[src/rtl/ddr3_iod_rx_delay_train.sv]
// Read-capture delay-line trainer for one DDR3 IOD lane: sweeps taps against a fixed
// training pattern, keeps the first wide-enough passing window and parks at its centre.
module ddr3_iod_rx_delay_train #(
  parameter logic [3:0] PATTERN    = 4'b0101,
  parameter int         MAX_TAPS   = 128,
  parameter int         TAP_W      = 8,
  parameter int         SETTLE_CYC = 4,
  parameter int         SAMPLE_CYC = 8,
  parameter int         MIN_WIN    = 4
) (
  input  logic             FAB_CLK,
  input  logic             ARST_N,
  input  logic             START,
  input  logic [3:0]       RX_DATA,
  input  logic             DELAY_LINE_OUT_OF_RANGE,
  output logic             DELAY_LINE_LOAD,
  output logic             DELAY_LINE_MOVE,
  output logic             DELAY_LINE_DIRECTION,
  output logic             BUSY,
  output logic             DONE,
  output logic             FAIL,
  output logic [TAP_W-1:0] TAP_START,
  output logic [TAP_W-1:0] TAP_END,
  output logic [TAP_W-1:0] TAP_CENTER,
  output logic [2:0]       STATE_DBG
);

  typedef enum logic [2:0] {
    S_IDLE, S_LOAD, S_SETTLE, S_CHECK, S_STEP, S_CENTER, S_DONE, S_FAIL
  } state_t;

  localparam int CNT_W = 8;
  localparam logic [CNT_W-1:0] SETTLE_LAST = CNT_W'(SETTLE_CYC - 1);
  localparam logic [CNT_W-1:0] SAMPLE_LAST = CNT_W'(SAMPLE_CYC - 1);
  localparam logic [TAP_W-1:0] LAST_TAP    = TAP_W'(MAX_TAPS - 1);
  localparam logic [TAP_W:0]   MIN_WIDTH   = (TAP_W+1)'(MIN_WIN);

  state_t           state, state_n;
  logic [TAP_W-1:0] cur_tap, cur_tap_n;
  logic [TAP_W-1:0] win_start, win_start_n;
  logic [TAP_W-1:0] win_end, win_end_n;
  logic [TAP_W-1:0] move_cnt, move_cnt_n;
  logic [CNT_W-1:0] cnt, cnt_n;
  logic             in_win, in_win_n;
  logic             centering, centering_n;
  logic             dir_q, dir_n;
  logic             busy_n, done_n, fail_n;
  logic [TAP_W-1:0] tap_start_n, tap_end_n, tap_center_n;
  logic             load_pulse, move_pulse;

  // Window-closing arithmetic: a failing tap closes at cur_tap-1, a limit closes at cur_tap.
  logic [TAP_W-1:0] close_end;
  logic [TAP_W:0]   span, mid_sum;
  logic             win_ok, at_limit;

  always_comb begin
    close_end = (state == S_CHECK) ? cur_tap - TAP_W'(1) : cur_tap;
    span      = {1'b0, close_end} - {1'b0, win_start} + (TAP_W+1)'(1);
    mid_sum   = {1'b0, win_start} + {1'b0, close_end};
    win_ok    = in_win && (span >= MIN_WIDTH);
    at_limit  = (cur_tap == LAST_TAP) || DELAY_LINE_OUT_OF_RANGE;
  end

  always_comb begin
    logic do_accept;
    logic do_fail;
    state_n      = state;
    cur_tap_n    = cur_tap;
    win_start_n  = win_start;
    win_end_n    = win_end;
    move_cnt_n   = move_cnt;
    cnt_n        = cnt;
    in_win_n     = in_win;
    centering_n  = centering;
    dir_n        = dir_q;
    busy_n       = BUSY;
    done_n       = DONE;
    fail_n       = FAIL;
    tap_start_n  = TAP_START;
    tap_end_n    = TAP_END;
    tap_center_n = TAP_CENTER;
    load_pulse   = 1'b0;
    move_pulse   = 1'b0;
    do_accept    = 1'b0;
    do_fail      = 1'b0;

    case (state)
      S_IDLE, S_DONE, S_FAIL: begin
        if (START) begin
          busy_n       = 1'b1;
          done_n       = 1'b0;
          fail_n       = 1'b0;
          tap_start_n  = '0;
          tap_end_n    = '0;
          tap_center_n = '0;
          state_n      = S_LOAD;
        end
      end
      S_LOAD: begin
        load_pulse  = 1'b1;
        cur_tap_n   = '0;
        in_win_n    = 1'b0;
        centering_n = 1'b0;
        cnt_n       = '0;
        state_n     = S_SETTLE;
      end
      S_SETTLE: begin
        if (cnt == SETTLE_LAST) begin
          cnt_n   = '0;
          state_n = centering ? S_CENTER : S_CHECK;
        end else begin
          cnt_n = cnt + CNT_W'(1);
        end
      end
      S_CHECK: begin
        if (RX_DATA != PATTERN) begin
          cnt_n = '0;
          if (win_ok) begin
            do_accept = 1'b1;
          end else begin
            in_win_n = 1'b0;
            state_n  = S_STEP;
          end
        end else if (cnt == SAMPLE_LAST) begin
          cnt_n = '0;
          if (!in_win) begin
            win_start_n = cur_tap;
            in_win_n    = 1'b1;
          end
          state_n = S_STEP;
        end else begin
          cnt_n = cnt + CNT_W'(1);
        end
      end
      S_STEP: begin
        if (at_limit) begin
          if (win_ok) do_accept = 1'b1;
          else        do_fail   = 1'b1;
        end else begin
          move_pulse = 1'b1;
          dir_n      = 1'b1;
          cur_tap_n  = cur_tap + TAP_W'(1);
          state_n    = S_SETTLE;
        end
      end
      S_CENTER: begin
        if (move_cnt == '0) begin
          tap_start_n = win_start;
          tap_end_n   = win_end;
          done_n      = 1'b1;
          busy_n      = 1'b0;
          state_n     = S_DONE;
        end else begin
          move_pulse = 1'b1;
          dir_n      = 1'b0;
          move_cnt_n = move_cnt - TAP_W'(1);
          cur_tap_n  = cur_tap - TAP_W'(1);
          state_n    = S_SETTLE;
        end
      end
      default: state_n = S_IDLE;
    endcase

    // The centre is at or below cur_tap, so the move count never underflows.
    if (do_accept) begin
      win_end_n    = close_end;
      tap_center_n = mid_sum[TAP_W:1];
      move_cnt_n   = cur_tap - mid_sum[TAP_W:1];
      centering_n  = 1'b1;
      state_n      = S_CENTER;
    end
    if (do_fail) begin
      fail_n       = 1'b1;
      busy_n       = 1'b0;
      tap_start_n  = '0;
      tap_end_n    = '0;
      tap_center_n = '0;
      state_n      = S_FAIL;
    end
  end

  always_ff @(posedge FAB_CLK or negedge ARST_N) begin
    if (!ARST_N) begin
      state      <= S_IDLE;
      cur_tap    <= '0;
      win_start  <= '0;
      win_end    <= '0;
      move_cnt   <= '0;
      cnt        <= '0;
      in_win     <= 1'b0;
      centering  <= 1'b0;
      dir_q      <= 1'b0;
      BUSY       <= 1'b0;
      DONE       <= 1'b0;
      FAIL       <= 1'b0;
      TAP_START  <= '0;
      TAP_END    <= '0;
      TAP_CENTER <= '0;
    end else begin
      state      <= state_n;
      cur_tap    <= cur_tap_n;
      win_start  <= win_start_n;
      win_end    <= win_end_n;
      move_cnt   <= move_cnt_n;
      cnt        <= cnt_n;
      in_win     <= in_win_n;
      centering  <= centering_n;
      dir_q      <= dir_n;
      BUSY       <= busy_n;
      DONE       <= done_n;
      FAIL       <= fail_n;
      TAP_START  <= tap_start_n;
      TAP_END    <= tap_end_n;
      TAP_CENTER <= tap_center_n;
    end
  end

  // Direction is presented together with MOVE and then held until the next pulse.
  assign DELAY_LINE_LOAD      = load_pulse;
  assign DELAY_LINE_MOVE      = move_pulse;
  assign DELAY_LINE_DIRECTION = dir_n;
  assign STATE_DBG            = state;

endmodule
[config.mk]
export PLATFORM = sky130hd
export DESIGN_NAME = ddr3_iod_rx_delay_train
export DESIGN_NICKNAME = d
export VERILOG_FILES = /design/src/rtl/ddr3_iod_rx_delay_train.sv
export SDC_FILE = /design/constraint.sdc
export NUM_CORES = 1
export LEC_CHECK = 0
export ABC_AREA = 0
export ABC_CLOCK_PERIOD_IN_PS = 4260
export CELL_PAD_IN_SITES_DETAIL_PLACEMENT = 0
export CELL_PAD_IN_SITES_GLOBAL_PLACEMENT = 1
export CORE_MARGIN = 5
export CORE_UTILIZATION = 41
export DETAILED_ROUTE_END_ITERATION = 12
export GPL_TIMING_DRIVEN = 0
export PLACE_DENSITY_LB_ADDON = 0.1
export RECOVER_POWER = 25
export SETUP_SLACK_MARGIN = 0.02
export SKIP_CTS_REPAIR_TIMING = 1
export SYNTH_ARGS = -nofsm -noshare
export SYNTH_HDL_FRONTEND = slang
export SYNTH_SLANG_ARGS = --single-unit
[constraint.sdc]
create_clock -name FAB_CLK -period 4.26 [get_ports FAB_CLK]
set_input_delay 1.278 -clock FAB_CLK [delete_from_list [all_inputs] [get_ports FAB_CLK]]
set_output_delay 1.278 -clock FAB_CLK [all_outputs]
set_load 0.02 [all_outputs]
# Yosys cells after proc, flatten, opt, wreduce, memory -nomap -nowiden
# Cells that the tools add are included.
[totals]
register_bits = 73
inputBits = 8
output_inout_bits = 33
[classes]
n_addsub = 8
n_lt_le_gt_ge = 1
n_eq_ne = 25
muxes = 61
n_bitwise = 2
reduce_logical = 25
[op_table]
columns = ["operator", "count"]
rows = [
  ["8-bit 2-to-1 mux", 17],
  ["8-bit case mux with 3 select lines", 2],
  ["8-bit case mux with 2 select lines", 2],
  ["3-bit 2-to-1 mux", 10],
  ["1-bit 2-to-1 mux", 23],
  ["3-bit case mux with 6 select lines", 1],
  ["8-bit by 1-bit adder with 8-bit output, second input constant", 2],
  ["8-bit by 1-bit subtractor with 8-bit output, second input constant", 2],
  ["3-bit nonzero test", 5],
  ["3-bit == test, second input constant", 4],
  ["4-bit != test, second input constant", 3],
  ["1-bit case mux with 2 select lines", 6],
  ["3-bit AND reduction", 4],
  ["2-bit nonzero test", 6],
  ["8-bit by 8-bit adder with 9-bit output", 1],
  ["9-bit by 1-bit adder with 9-bit output, second input constant", 1],
  ["9-bit by 3-bit greater-or-equal comparator with 1-bit output, second input constant", 1],
  ["3-bit != test, second input constant", 3],
  ["8-bit by 8-bit subtractor with 9-bit output", 1],
  ["8-bit by 2-bit == test with 1-bit output, second input constant", 1],
  ["8-bit by 3-bit == test with 1-bit output, second input constant", 1],
  ["8-bit by 7-bit == test with 1-bit output, second input constant", 1],
  ["8-bit logical NOT", 1],
  ["2-bit != test, second input constant", 4],
  ["16 further kinds", 20],
]

# Depth between registers and ports, before layout
[depth]
depth_word = 11
mapped_depth = 17

# Worst setup path before layout
# No wires, ideal clock.
[synth_timing]
kind = "register to register"
startpoint = "register cur_tap[3]"
endpoint = "register win_end[0]"
setup_ns = 0.125
t_arrival_ns = 4.044
setup_slack_ns = 0.091
path_stages_with_launch = 15
n_path_buf = 2
period_less_slack_ns = 4.169
path_cell_list = "dfrtp_1 -> clkbuf_1 -> or4_1 -> or3_1 -> nor3_1 -> xor2_1 -> ha_1 -> ha_1 -> a211o_1 -> a211oi_1 -> o21ai_1 -> a2111o_1 -> and3_4 -> buf_6 -> mux2_4"
[synth_between]
elab_chain_cells = 9
word_cells_on_any_way = 12
[synth_rtl]
columns = ["item", "line_no", "rtl"]
rows = [
  ["from (decl)", "39", "logic [TAP_W-1:0] cur_tap, cur_tap_n;"],
  ["from (signal assigned)", "201", "cur_tap <= cur_tap_n;"],
  ["8-bit by 1-bit subtractor with 8-bit output *", "57", "close_end = (state == S_CHECK) ? cur_tap - TAP_W'(1) : cur_tap;"],
  ["8-bit 2-to-1 mux *", "57", ""],
  ["named net close_end[7]", "52", "logic [TAP_W-1:0] close_end;"],
  ["8-bit by 8-bit subtractor with 9-bit output *", "58", "span = {1'b0, close_end} - {1'b0, win_start} + (TAP_W+1)'(1);"],
  ["9-bit by 1-bit adder with 9-bit output *", "58", ""],
  ["9-bit by 3-bit greater-or-equal comparator with 1-bit output *", "60", "win_ok = in_win && (span >= MIN_WIDTH);"],
  ["1-bit logical AND *", "60", ""],
  ["1-bit 2-to-1 mux *", "118, 137", ""],
  ["1-bit 2-to-1 mux, on equally long branches", "136, 116", ""],
  ["1-bit case mux with 2 select lines *", "87", "case (state)"],
  ["to (signal assigned)", "203", "win_end <= win_end_n;"],
  ["to (decl)", "41", "logic [TAP_W-1:0] win_end, win_end_n;"],
]
# Mark *: on every way through the listed nets, which the timed path passes. The rest lies on a longest branch.
# A chain may end at the register's enable or synchronous reset.

# Final worst setup path
[layout_timing]
startpoint = "register cur_tap[2]"
endpoint = "register win_end[2]"
# Same word-level chain as after synthesis.

==> flow_summary_export.csv <==
group,metric,value,unit
synth,yosys.area.top_type,"dfrtp_1",
clock_network,numClockSinks,73,
timing,rsz0062_at_grt,"true",
synth,syn_inst,472,
synth,syn_area_per_cell,9.86,sq um
place,routabilityCongestion,0.856,
critical_path,crit_buf_inv,2,
critical_path,worstPathCellList,"buf_6 > or4_4 > or3_4 > nor3_4 > xor2_2 > ha_4 > ha_4 > a211o_1 > a211oi_2 > o21ai_2 > a2111o_2 > and3_4 > clkbuf_16 > mux2_4",
die,dieHeight,117,um
timing,tightestPinTransition,1.71,ns
die,dieWidth,117,um
routing,dr.first_iter.drc_count,266,
clock_network,ctsHtreeMaxLevel,3,
global_routing,antenna_found_initial,0,
critical_path,r2r.worst_path.cells,14,
synth,synth.cell_area,4650,sq um
global_routing,grt_max_degree,69,
timing,finalHoldViolCount,0,
synth,yosysMostFrequentCell,"dfrtp_1",
critical_path,worstPathMaxFanout,5,
power,pwr_density_cell,770,nW/um^2
critical_path,r2r-start,"cur_tap[2]",
outcome,status,"finished with violations",
clock_network,cts_tree,"built",
power,ir_worst_vdd,0.000422,V
routing,firstDrtPassIters,5,
cells_and_area,fillCellCount,1022,
timing,finClkSkew,0.00582,ns
timing,timing.hold.ws,0.480,ns
synth,ys_warn_count,0,
critical_path,critPathCaptureType,"flip-flop",
die,start_util,41.3,%
routing,ant_nets,0,
cells_and_area,antenna_cells,0,
timing,period_minus_slack,4.30,ns
power,p_leak,2.72,nW
min_path,worstHoldStart,"dir_q",
global_routing,grt-ovfl-total,0,
die,io_pins,41,
global_routing,grt_pass1_vias,3660,
critical_path,worst_ep_required_time,4.49,ns
synth,synth-seq-cells,73,
critical_path,r2r_slack,-0.04,ns
cells_and_area,fin_nets,594,
global_routing,grt_usage,19.1,%
cells_and_area,final_layout_size_suffix_gt1_share,18.5,%
cells_and_area,area_delta_synth_final,28.6,%
routing,routed_wl,12.9,mm
synth,synth_nets,519,
critical_path,cp-start-kind,"flip-flop",
routing,routedWlPerCell,18.5,um
synth,ys_top_cells_by_area,"dfrtp_1, ha_1, xnor2_1",
routing,routed_via_density,5.43,
timing,slew_viol_final,69,
clock_network,cts-root-buf,"clkbuf_16",
critical_path,reg2reg_to,"win_end[2]",
clock_network,clockBufferDepth,2,
clock_network,cts_made_buffers,9,
synth,synth-edff-count,0,
critical_path,cp.arrival,4.53,ns
die,die-area,13600,sq um
routing,drc_errors,0,
timing,fin_ws,-0.0407,ns
die,std_cell_rows,39,
place,dp_hpwl,9.35,mm
synth,synth.distinct_cells,61,
min_path,whs_endpoint,"dir_q",
global_routing,grt_pass1_wl,19.7,mm
timing,fmax,0.233,GHz
synth,ys_seq_area_share,39.3,%
outcome,violations,"capacitance limit, slew limit, setup timing",
die,coreArea,11300,sq um
power,power,4.61,mW
synth,async_flop_share,100,%
critical_path,criticalPathCategory,"flip-flop to flip-flop",
critical_path,critPathSlowestCell,"or4_4",
synth,synth_ff_type,"dfrtp_1",
critical_path,cp_common_cell,"ha_4",
clock_network,insertion_delay,0.34,ns
timing,maxSlewHeadroom,-13.7,%
min_path,whs_path_depth,2,
place,place_ws,-0.654,ns
place,numPortBuffers,40,
critical_path,critPathMaxStageDelay,0.51,ns
flow_run,maxCapViolCount,1,
clock_network,path_clk_slew,0.06,ns
routing,dr_total_vias,3776,
min_path,hold_class,"flip-flop to flip-flop",
synth,synthTopCellsByCount,"dfrtp_1, nand2_1, ha_1, inv_1",
timing,tns,-0.205,ns
timing,period_share,101,%
synth,yosys.area.top_type_share,39.3,%
timing,finalSetupViolations,8,
critical_path,crit_family,"simple AND/OR/NAND/NOR gates",
layout by cell type, fill, tap and decap left out, types with 6 or more instances in the layout:
cell,n
a21oi_1,17
a22o_1,19
buf_4,20
clkbuf_1,9
clkbuf_16,11
clkdlybuf4s50_1,38
dfrtp_1,71
ha_1,32
inv_1,33
mux2_2,8
mux2_4,6
mux2i_1,8
nand2_1,36
nand3_1,12
nor2_1,29
nor3_1,11
o21ai_0,27
o2bb2ai_1,6
xnor2_1,15
xor2_1,9
flip-flops by register name (all words and copies together), names as in the netlist, 8 cells and up:
| signal | cells |
|---|---|
| TAP_CENTER | 8 |
| TAP_END | 8 |
| TAP_START | 8 |
| cnt | 8 |
| cur_tap | 8 |
| move_cnt | 8 |
| win_end | 8 |
| win_start | 8 |
how the worst max path moves through the flow:
stage	depth (start not counted)	start	to
finish	14	cur_tap[2]	win_end[2]
global route	14	cur_tap[2]	win_end[2]
CTS	13	STATE_DBG[0]	TAP_CENTER[0]
detailed placement	13	STATE_DBG[0]	TAP_CENTER[0]
global placement	1	ARST_N	TAP_END[5]
floorplan	14	cur_tap[3]	win_end[0]
worst min-delay path, stage by stage, from the launching register on:
cell and delay (ns):
dfrtp_1 0.32, nand2_1 0.04, nand2_1 0.08
cells by family after synthesis:
family / Yosys count / share of synthesized area (%)
and+or+nand+nor: 133 / 14.3
AOI/OAI and AO/OA: 124 / 19.8
DFF: 73 / 39.3
buffers and inverters: 51 / 4.38
adders and majority gates: 39 / 11.0
xor gates and xnor gates: 30 / 5.65
muxes: 22 / 5.59
per-stage QoR:
stage | cells | utilization, % | area (sq um)
finish | 695 | 53.1 | 5980
CTS | 672 | 49.2 | 5540
global route | 695 | 53.1 | 5980
floorplan | 472 | - | 4650
global placement | 655 | 46.4 | 5230
detailed placement | 656 | 46.6 | 5260
per-layer routing:
metal	GRT usage (%)	share of wire (%)	vias up
li1	-	-	1866
met3	3.94	3.1	15
met4	6.35	1.8	0
met2	30.3	47	69
met1	26.2	48	1826
met5	0	0	-
cell type report:
class	count	area, sq um	area share [%]
clock buffers	9	225	3.76
clock inverters	7	58.8	0.983
well taps	143	179	2.99
plain buffers	16	114	1.90
multi-input cells	348	2820	47.1
flip-flops and latches	73	1830	30.6
inverters	34	128	2.13
repair buffers	65	633	10.6
where the power goes:
group | leakage (nW) | internal (mW) | switching, mW
sequential | 0.960 | 0.831 | 0.143
clock | 0.134 | 0.405 | 0.342
combinational | 1.63 | 1.23 | 1.66
total | 2.72 | 2.46 | 2.14
Note: power is estimated with default switching activity, not from simulation.
